### config.mk
export PLATFORM = sky130hd
export DESIGN_NAME = ivector_queue
export DESIGN_NICKNAME = d
export VERILOG_FILES = /design/src/rtl/ivector_pkg.sv /design/src/rtl/ivector_queue_fifo_nbase.sv /design/src/rtl/ivector_queue.sv
export SDC_FILE = /design/constraint.sdc
export NUM_CORES = 1
export LEC_CHECK = 0
export ABC_AREA = 1
export CAP_MARGIN = 25
export CORE_ASPECT_RATIO = 1.2
export CORE_MARGIN = 3
export CORE_UTILIZATION = 33
export DETAILED_ROUTE_END_ITERATION = 10
export SLEW_MARGIN = 20
export SYNTH_ARGS = -nofsm -noshare
export SYNTH_HDL_FRONTEND = slang
export SYNTH_SLANG_ARGS = --single-unit
export TNS_END_PERCENT = 1
### constraint.sdc
create_clock -name CLK -period 1.9 [get_ports CLK]
set_input_delay 0.19 -clock CLK [delete_from_list [all_inputs] [get_ports CLK]]
set_output_delay 0.19 -clock CLK [all_outputs]
set_load 0.02 [all_outputs]
### src/rtl/ivector_pkg.sv
// Shared constants and helpers for the ivector_queue relay and its FIFO core.
package ivector_pkg;

  localparam int IVECTOR_METH_WIDTH = 6;
  localparam int IVECTOR_V_WIDTH    = 4;
  localparam int IVECTOR_DEPTH      = 4;
  localparam int HEARD_TOTAL_WIDTH  = 16;

  // Width of one stored entry, packed as {v, meth}.
  function automatic int pack_width(input int meth_width, input int v_width);
    return meth_width + v_width;
  endfunction

endpackage

### src/rtl/ivector_queue_fifo_nbase.sv
// fifo_nbase: DEPTH-entry circular FIFO with wrap-bit pointers, full/empty and occupancy.
module fifo_nbase
  import ivector_pkg::*;
#(
  parameter int WIDTH = pack_width(IVECTOR_METH_WIDTH, IVECTOR_V_WIDTH),
  parameter int DEPTH = IVECTOR_DEPTH
) (
  input  logic                     CLK,
  input  logic                     nRST,
  input  logic                     in_enq__ENA,
  input  logic [WIDTH-1:0]         in_enq_v,
  output logic                     in_enq__RDY,
  input  logic                     out_deq__ENA,
  output logic                     out_deq__RDY,
  output logic [WIDTH-1:0]         out_first,
  output logic [$clog2(DEPTH):0]   count
);

  localparam int AW = $clog2(DEPTH);

  logic [WIDTH-1:0] mem_q [DEPTH];
  logic [AW:0]      wr_ptr_q, wr_ptr_d;
  logic [AW:0]      rd_ptr_q, rd_ptr_d;
  logic             full, empty, enq, deq;

  // The MSB of each pointer is a wrap bit, so equal low bits mean either empty or full.
  assign empty = (wr_ptr_q == rd_ptr_q);
  assign full  = (wr_ptr_q[AW-1:0] == rd_ptr_q[AW-1:0]) && (wr_ptr_q[AW] != rd_ptr_q[AW]);

  assign in_enq__RDY  = !full && nRST;
  assign out_deq__RDY = !empty && nRST;
  assign enq          = in_enq__ENA && in_enq__RDY;
  assign deq          = out_deq__ENA && out_deq__RDY;

  always_comb begin
    wr_ptr_d = wr_ptr_q;
    rd_ptr_d = rd_ptr_q;
    if (enq) wr_ptr_d = wr_ptr_q + 1'b1;
    if (deq) rd_ptr_d = rd_ptr_q + 1'b1;
  end

  always_ff @(posedge CLK) begin
    if (!nRST) begin
      wr_ptr_q <= '0;
      rd_ptr_q <= '0;
    end else begin
      wr_ptr_q <= wr_ptr_d;
      rd_ptr_q <= rd_ptr_d;
    end
  end

  // NOTE: storage has no reset; the pointers alone define which entries are valid.
  always_ff @(posedge CLK) begin
    if (enq) mem_q[wr_ptr_q[AW-1:0]] <= in_enq_v;
  end

  assign out_first = mem_q[rd_ptr_q[AW-1:0]];
  assign count     = wr_ptr_q - rd_ptr_q;

endmodule

### src/rtl/ivector_queue.sv
// ivector_queue: queued say->heard vector relay with occupancy and delivery count.
// Optional same-cycle pass-through on an empty queue when IVECTOR_QUEUE_BYPASS_EN is defined.
module ivector_queue
  import ivector_pkg::*;
#(
  parameter int METH_WIDTH = IVECTOR_METH_WIDTH,
  parameter int V_WIDTH    = IVECTOR_V_WIDTH,
  parameter int DEPTH      = IVECTOR_DEPTH
) (
  input  logic                         CLK,
  input  logic                         nRST,
  input  logic                         request_say__ENA,
  input  logic [METH_WIDTH-1:0]        request_say_meth,
  input  logic [V_WIDTH-1:0]           request_say_v,
  output logic                         request_say__RDY,
  output logic                         ind_heard__ENA,
  output logic [METH_WIDTH-1:0]        ind_heard_meth,
  output logic [V_WIDTH-1:0]           ind_heard_v,
  input  logic                         ind_heard__RDY,
  output logic [$clog2(DEPTH):0]       count,
  output logic [HEARD_TOTAL_WIDTH-1:0] heardTotal
);

  localparam int PW = pack_width(METH_WIDTH, V_WIDTH);

  logic [PW-1:0]                fifo_first, say_packed, heard_packed;
  logic                         fifo_valid, fifo_deq, bypass;
  logic [HEARD_TOTAL_WIDTH-1:0] heard_total_q, heard_total_d;

  assign say_packed = {request_say_v, request_say_meth};

`ifdef IVECTOR_QUEUE_BYPASS_EN
  // fifo_valid already folds in nRST, so !fifo_valid stands for "empty" once gated by nRST.
  assign bypass = nRST && !fifo_valid && request_say__ENA && ind_heard__RDY;
`else
  assign bypass = 1'b0;
`endif

  assign fifo_deq = fifo_valid && ind_heard__RDY;

  fifo_nbase #(
    .WIDTH (PW),
    .DEPTH (DEPTH)
  ) u_fifo (
    .CLK          (CLK),
    .nRST         (nRST),
    .in_enq__ENA  (request_say__ENA && !bypass),
    .in_enq_v     (say_packed),
    .in_enq__RDY  (request_say__RDY),
    .out_deq__ENA (fifo_deq),
    .out_deq__RDY (fifo_valid),
    .out_first    (fifo_first),
    .count        (count)
  );

  // Heard data is forced to zero when nothing is deliverable, hiding stale storage.
  always_comb begin
    heard_packed = '0;
    if (fifo_valid)  heard_packed = fifo_first;
    else if (bypass) heard_packed = say_packed;
  end

  assign ind_heard__ENA = fifo_deq || bypass;
  assign ind_heard_meth = heard_packed[METH_WIDTH-1:0];
  assign ind_heard_v    = heard_packed[PW-1:METH_WIDTH];

  assign heard_total_d = heard_total_q + {{(HEARD_TOTAL_WIDTH-1){1'b0}}, ind_heard__ENA};

  always_ff @(posedge CLK) begin
    if (!nRST) heard_total_q <= '0;
    else       heard_total_q <= heard_total_d;
  end

  assign heardTotal = heard_total_q;

endmodule
==> summary.txt <==
Worst hold path
  – Worst Hold End: u_fifo.mem_q[2][2]
  – Hold path depth: 1
  – Min-delay src: request_say_meth[2]
  – Min-Delay Path Class: in -> reg

Drt
  – Total wire length: 6140 µm
  – Remaining DRCs: 0
  – Routed via count: 2180
  – Drt first-iter violations: 67
  – Average wire per standard cell: 12.3 µm
  – Count of nets left with antenna violations after detail routing: 0
  – Vias per cell: 4.39
  – First-pass DRT Iterations: 4

Clock tree
  – Clk Tree Root Cell: sky130_fd_sc_hd__clkbuf_8
  – CTS Buf Count: 9
  – TritonCTS clock tree: yes
  – H-tree lvl count: 3
  – Worst skew pair latency: 0.35 ns
  – Clock transition time at the flip-flop clock pins of the worst setup and hold paths: roughly 0.07 ns
  – Max clock buf depth: 2
  – Number of sinks driven by the clock tree: 64

Floorplanning
  – Number of ports placed on the die boundary: 45
  – Area of the core: approximately 8300 µm²
  – Die outline height: between 100 and 150 µm
  – Site row count: 36
  – Die area: 9830 µm²
  – Overall die width: 91.0 µm
  – Starting density of the core: 34.5%

STA
  – Worst-margin pin slew: approximately 0.32 ns
  – Final Hold Viols: 0
  – Final-report setup violation count: 2
  – Share of the clock period used by the worst path: 105%
  – Post-route setup slack: -0.0916 ns
  – Post-layout min period: 1.99 ns
  – Clock Skews: 0.00927 ns
  – Timing-limited maximum frequency: 502 MHz
  – Setup TNS Final: -0.0994 ns
  – Count of pins over their slew limit: 0
  – RSZ-0062 raised after global routing: true
  – Slew HR: 78.8%

Synth
  – Net count after synthesis: 329
  – Number of warnings printed during yosys synthesis: 0
  – Area fraction in compound gates after synthesis: 8.48%
  – FF+latch count, synth: 64
  – Combinational family with the most area after synthesis: simple AND/OR/NAND/NOR gates
  – Count of unique library cells instantiated by Yosys: 24
  – Parity-gate share of the synthesized area counting xor and xnor cells: 0.612%
  – Simple-gate share of the synthesized area: 21.4%
  – Combined area of all synthesized cells: ~2900 µm²
  – Post-Synth Adder-Cell Area: under 10%
  – Multiplexer share of the synthesized area: 0%
  – Cell count after synthesis: 304
  – Sequential fraction of the synthesis area: between 50 and 60%
  – Post-synthesis average cell area: 9.41 µm²

Worst setup path
  – Beginning of the worst register-to-register path: u_fifo.wr_ptr_q[0]
  – Critical path cell sequence: inv_2, ha_4, nand2_2, inv_2, nand3_4, nand3_4, clkinv_4, ha_4, ha_4, nand2_4, nor2_4, nand2_4, buf_4, o21ai_0, a21oi_1
  – Setup crit end kind: flip-flop
  – CP max-delay cell: sky130_fd_sc_hd__dfxtp_2
  – Cell count of the worst reg-to-reg path: 15
  – Critical Path Fanout Max: 4
  – Register-to-register path setup slack: -0.09 ns
  – Most used cell, CP: sky130_fd_sc_hd__ha_4
  – Slowest Stage Delay on Critical Path: about 0.33 ns
  – Critical path data required time: 2.14 ns
  – Crit path kind: reg -> reg
  – Critical register-to-register path endpoint: heardTotal[6]
  – Critical path startpoint category: flip-flop
  – Critical path arrival: 2.23 ns

GRT
  – Total global routing track utilization: a little over an eighth
  – Total congestion overflow: 0
  – Vias in the first global route: 2155
  – Maximum number of pins on one net before global-route repair: 21
  – Number of antenna violations at the first check in global routing: 0
  – Wire length of the first global-routing pass: 10200 µm

Cells and area
  – Footprint of the multi-input gates: 1110 µm²
  – Ant diodes: 0
  – Final #Nets: 403
  – Register area: 1690 µm²
  – Area Overhead vs Synth: 36.6%
  – Design area: 3910 µm²
  – Share of cells above drive strength 1: 23.5%
  – Fillers: 811
  – Core utilization of the finished layout: between 40% and 50%

Place
  – Number of buffers inserted by port buffering: 44
  – Last weighted congestion value of the routability-driven placer: 0.803
  – Area post-placement: between 3000 and 4000 µm²
  – Detailed Place HPWL: 4290 µm

Power and ir drop
  – Sw Ratio: 25.7%
  – Power Density: 849 nW/µm²
  – Fraction of power consumed by combinational cells: 15.3%
  – Worst-case vdd ir drop: 0.000417 V
  – Part of the total power dissipated in the clock network: about two fifths
  – Design internal power: between 0.002 and 0.0025 W
  – NetSw: 0.000855 W
  – Leakage power: between 1.5 and 2 nW
  – Part of the power in registers: 46.3%

Run status
  – Result of the run: finished, violations left
  – Failing checks: negative setup slack

Run
  – Max-cap violation count: 0
-- through the flow --
step	instances	worst slack, ns	hold WS, ns	power (W)
floorplan	304	-0.0789	0.289	0.00184
global placement	480	-0.159	0.481	0.00210
detailed placement	480	-0.183	0.493	0.00210
CTS	496	-0.0738	0.465	0.00337
global route	497	-0.225	0.475	0.00348
finish	497	-0.0916	0.471	0.00332
-- layer usage --
layer  wire (µm)  up-vias  GRT usage (%)
li1            -     1141              -
met1        2790      990           16.0
met2        3010       42           22.6
met3         237        7           3.34
met4         102        0           6.14
met5           0        -              0
-- flip-flops by register name, summed over array words and instances (netlist names), named ones only --
name / cells
heardTotal: 16
u_fifo.mem_q: 40
u_fifo.rd_ptr_q: 3
u_fifo.wr_ptr_q: 3
-- Yosys cell counts (all sizes together) --
library cell / n / share of area [%]
nand4: 3 / 0.66
buf: 4 / 0.70
xor2: 2 / 0.61
o21a: 1 / 0.26
a21oi: 21 / 3.7
dfxtp: 24 / 17
ha: 10 / 4.4
fa: 1 / 0.70
nor3: 1 / 0.17
clkbuf: 3 / 0.39
clkinv: 1 / 0.13
inv: 34 / 4.5
nand3: 13 / 2.6
edfxtp: 40 / 42
nand2: 48 / 7.0
nor2: 72 / 11
o21ai: 26 / 4.5
-- cell type report --
class | count | share of cell area [%]
Clock buffer | 10 | 3.27
Clock inverter | 6 | 2.18
Inverter | 35 | 3.49
Multi-Input combinational cell | 198 | 28.5
Sequential cell | 64 | 43.1
Tap cell | 114 | 3.65
Timing Repair Buffer | 70 | 15.7
-- power groups by stage --
| stage | clock (W) | sequential [W] | combinational, W |
|---|---|---|---|
| floorplan | 0 | 0.00157 | 0.000273 |
| global placement | 0 | 0.00157 | 0.000532 |
| detailed placement | 0 | 0.00157 | 0.000538 |
| CTS | 0.00131 | 0.00154 | 0.000525 |
| global route | 0.00137 | 0.00154 | 0.000569 |
| finish | 0.00127 | 0.00154 | 0.000509 |
-- placed cells by master (no fill, tap or decap), types with 8 or more instances in the layout --
| cell type | n |
|---|---|
| sky130_fd_sc_hd__edfxtp_1 | 40 |
| sky130_fd_sc_hd__inv_1 | 27 |
| sky130_fd_sc_hd__clkbuf_8 | 9 |
| sky130_fd_sc_hd__nand2_1 | 41 |
| sky130_fd_sc_hd__o21ai_0 | 22 |
| sky130_fd_sc_hd__nor2_1 | 64 |
| sky130_fd_sc_hd__buf_2 | 8 |
| sky130_fd_sc_hd__buf_4 | 25 |
| sky130_fd_sc_hd__clkdlybuf4s50_1 | 30 |
| sky130_fd_sc_hd__a21oi_1 | 19 |
| sky130_fd_sc_hd__dfxtp_1 | 20 |
| sky130_fd_sc_hd__nand3_1 | 10 |
-- worst max path at each step --
stage | start | end | slack, ns
global placement | nRST | ind_heard_v[1] | -0.16
finish | u_fifo.wr_ptr_q[0] | heardTotal[6] | -0.09
CTS | u_fifo.rd_ptr_q[1] | heardTotal[12] | -0.07
detailed placement | nRST | ind_heard_v[1] | -0.18
global route | u_fifo.wr_ptr_q[0] | heardTotal[6] | -0.22
floorplan | u_fifo.rd_ptr_q[1] | heardTotal[14] | -0.08
-- repair_timing --
action / CTS / global route
hold buffers: 0 / 0
buffers inserted: 0 / 1
setup endpoints to repair: 22 / 20
pin swaps: 12 / 5
gates resized for setup: 61 / 5
-- critical path: cells and delay by family, from the launching register on --
| kind | cells | cell delay [ns] |
|---|---|---|
| adders and majority gates | 3 | 0.48 |
| DFF | 1 | 0.33 |
| and+or+nand+nor | 6 | 0.53 |
| buffers and inverters | 4 | 0.33 |
| AOI/OAI and AO/OA | 2 | 0.21 |
-- cells by family after synthesis --
logic type,count (synthesis)
simple gates,137
buf+inv,42
compound gates,48
xor+xnor,2
flops,64
fa+ha+maj,11
No activity file was read; power rests on OpenSTA's default activity.
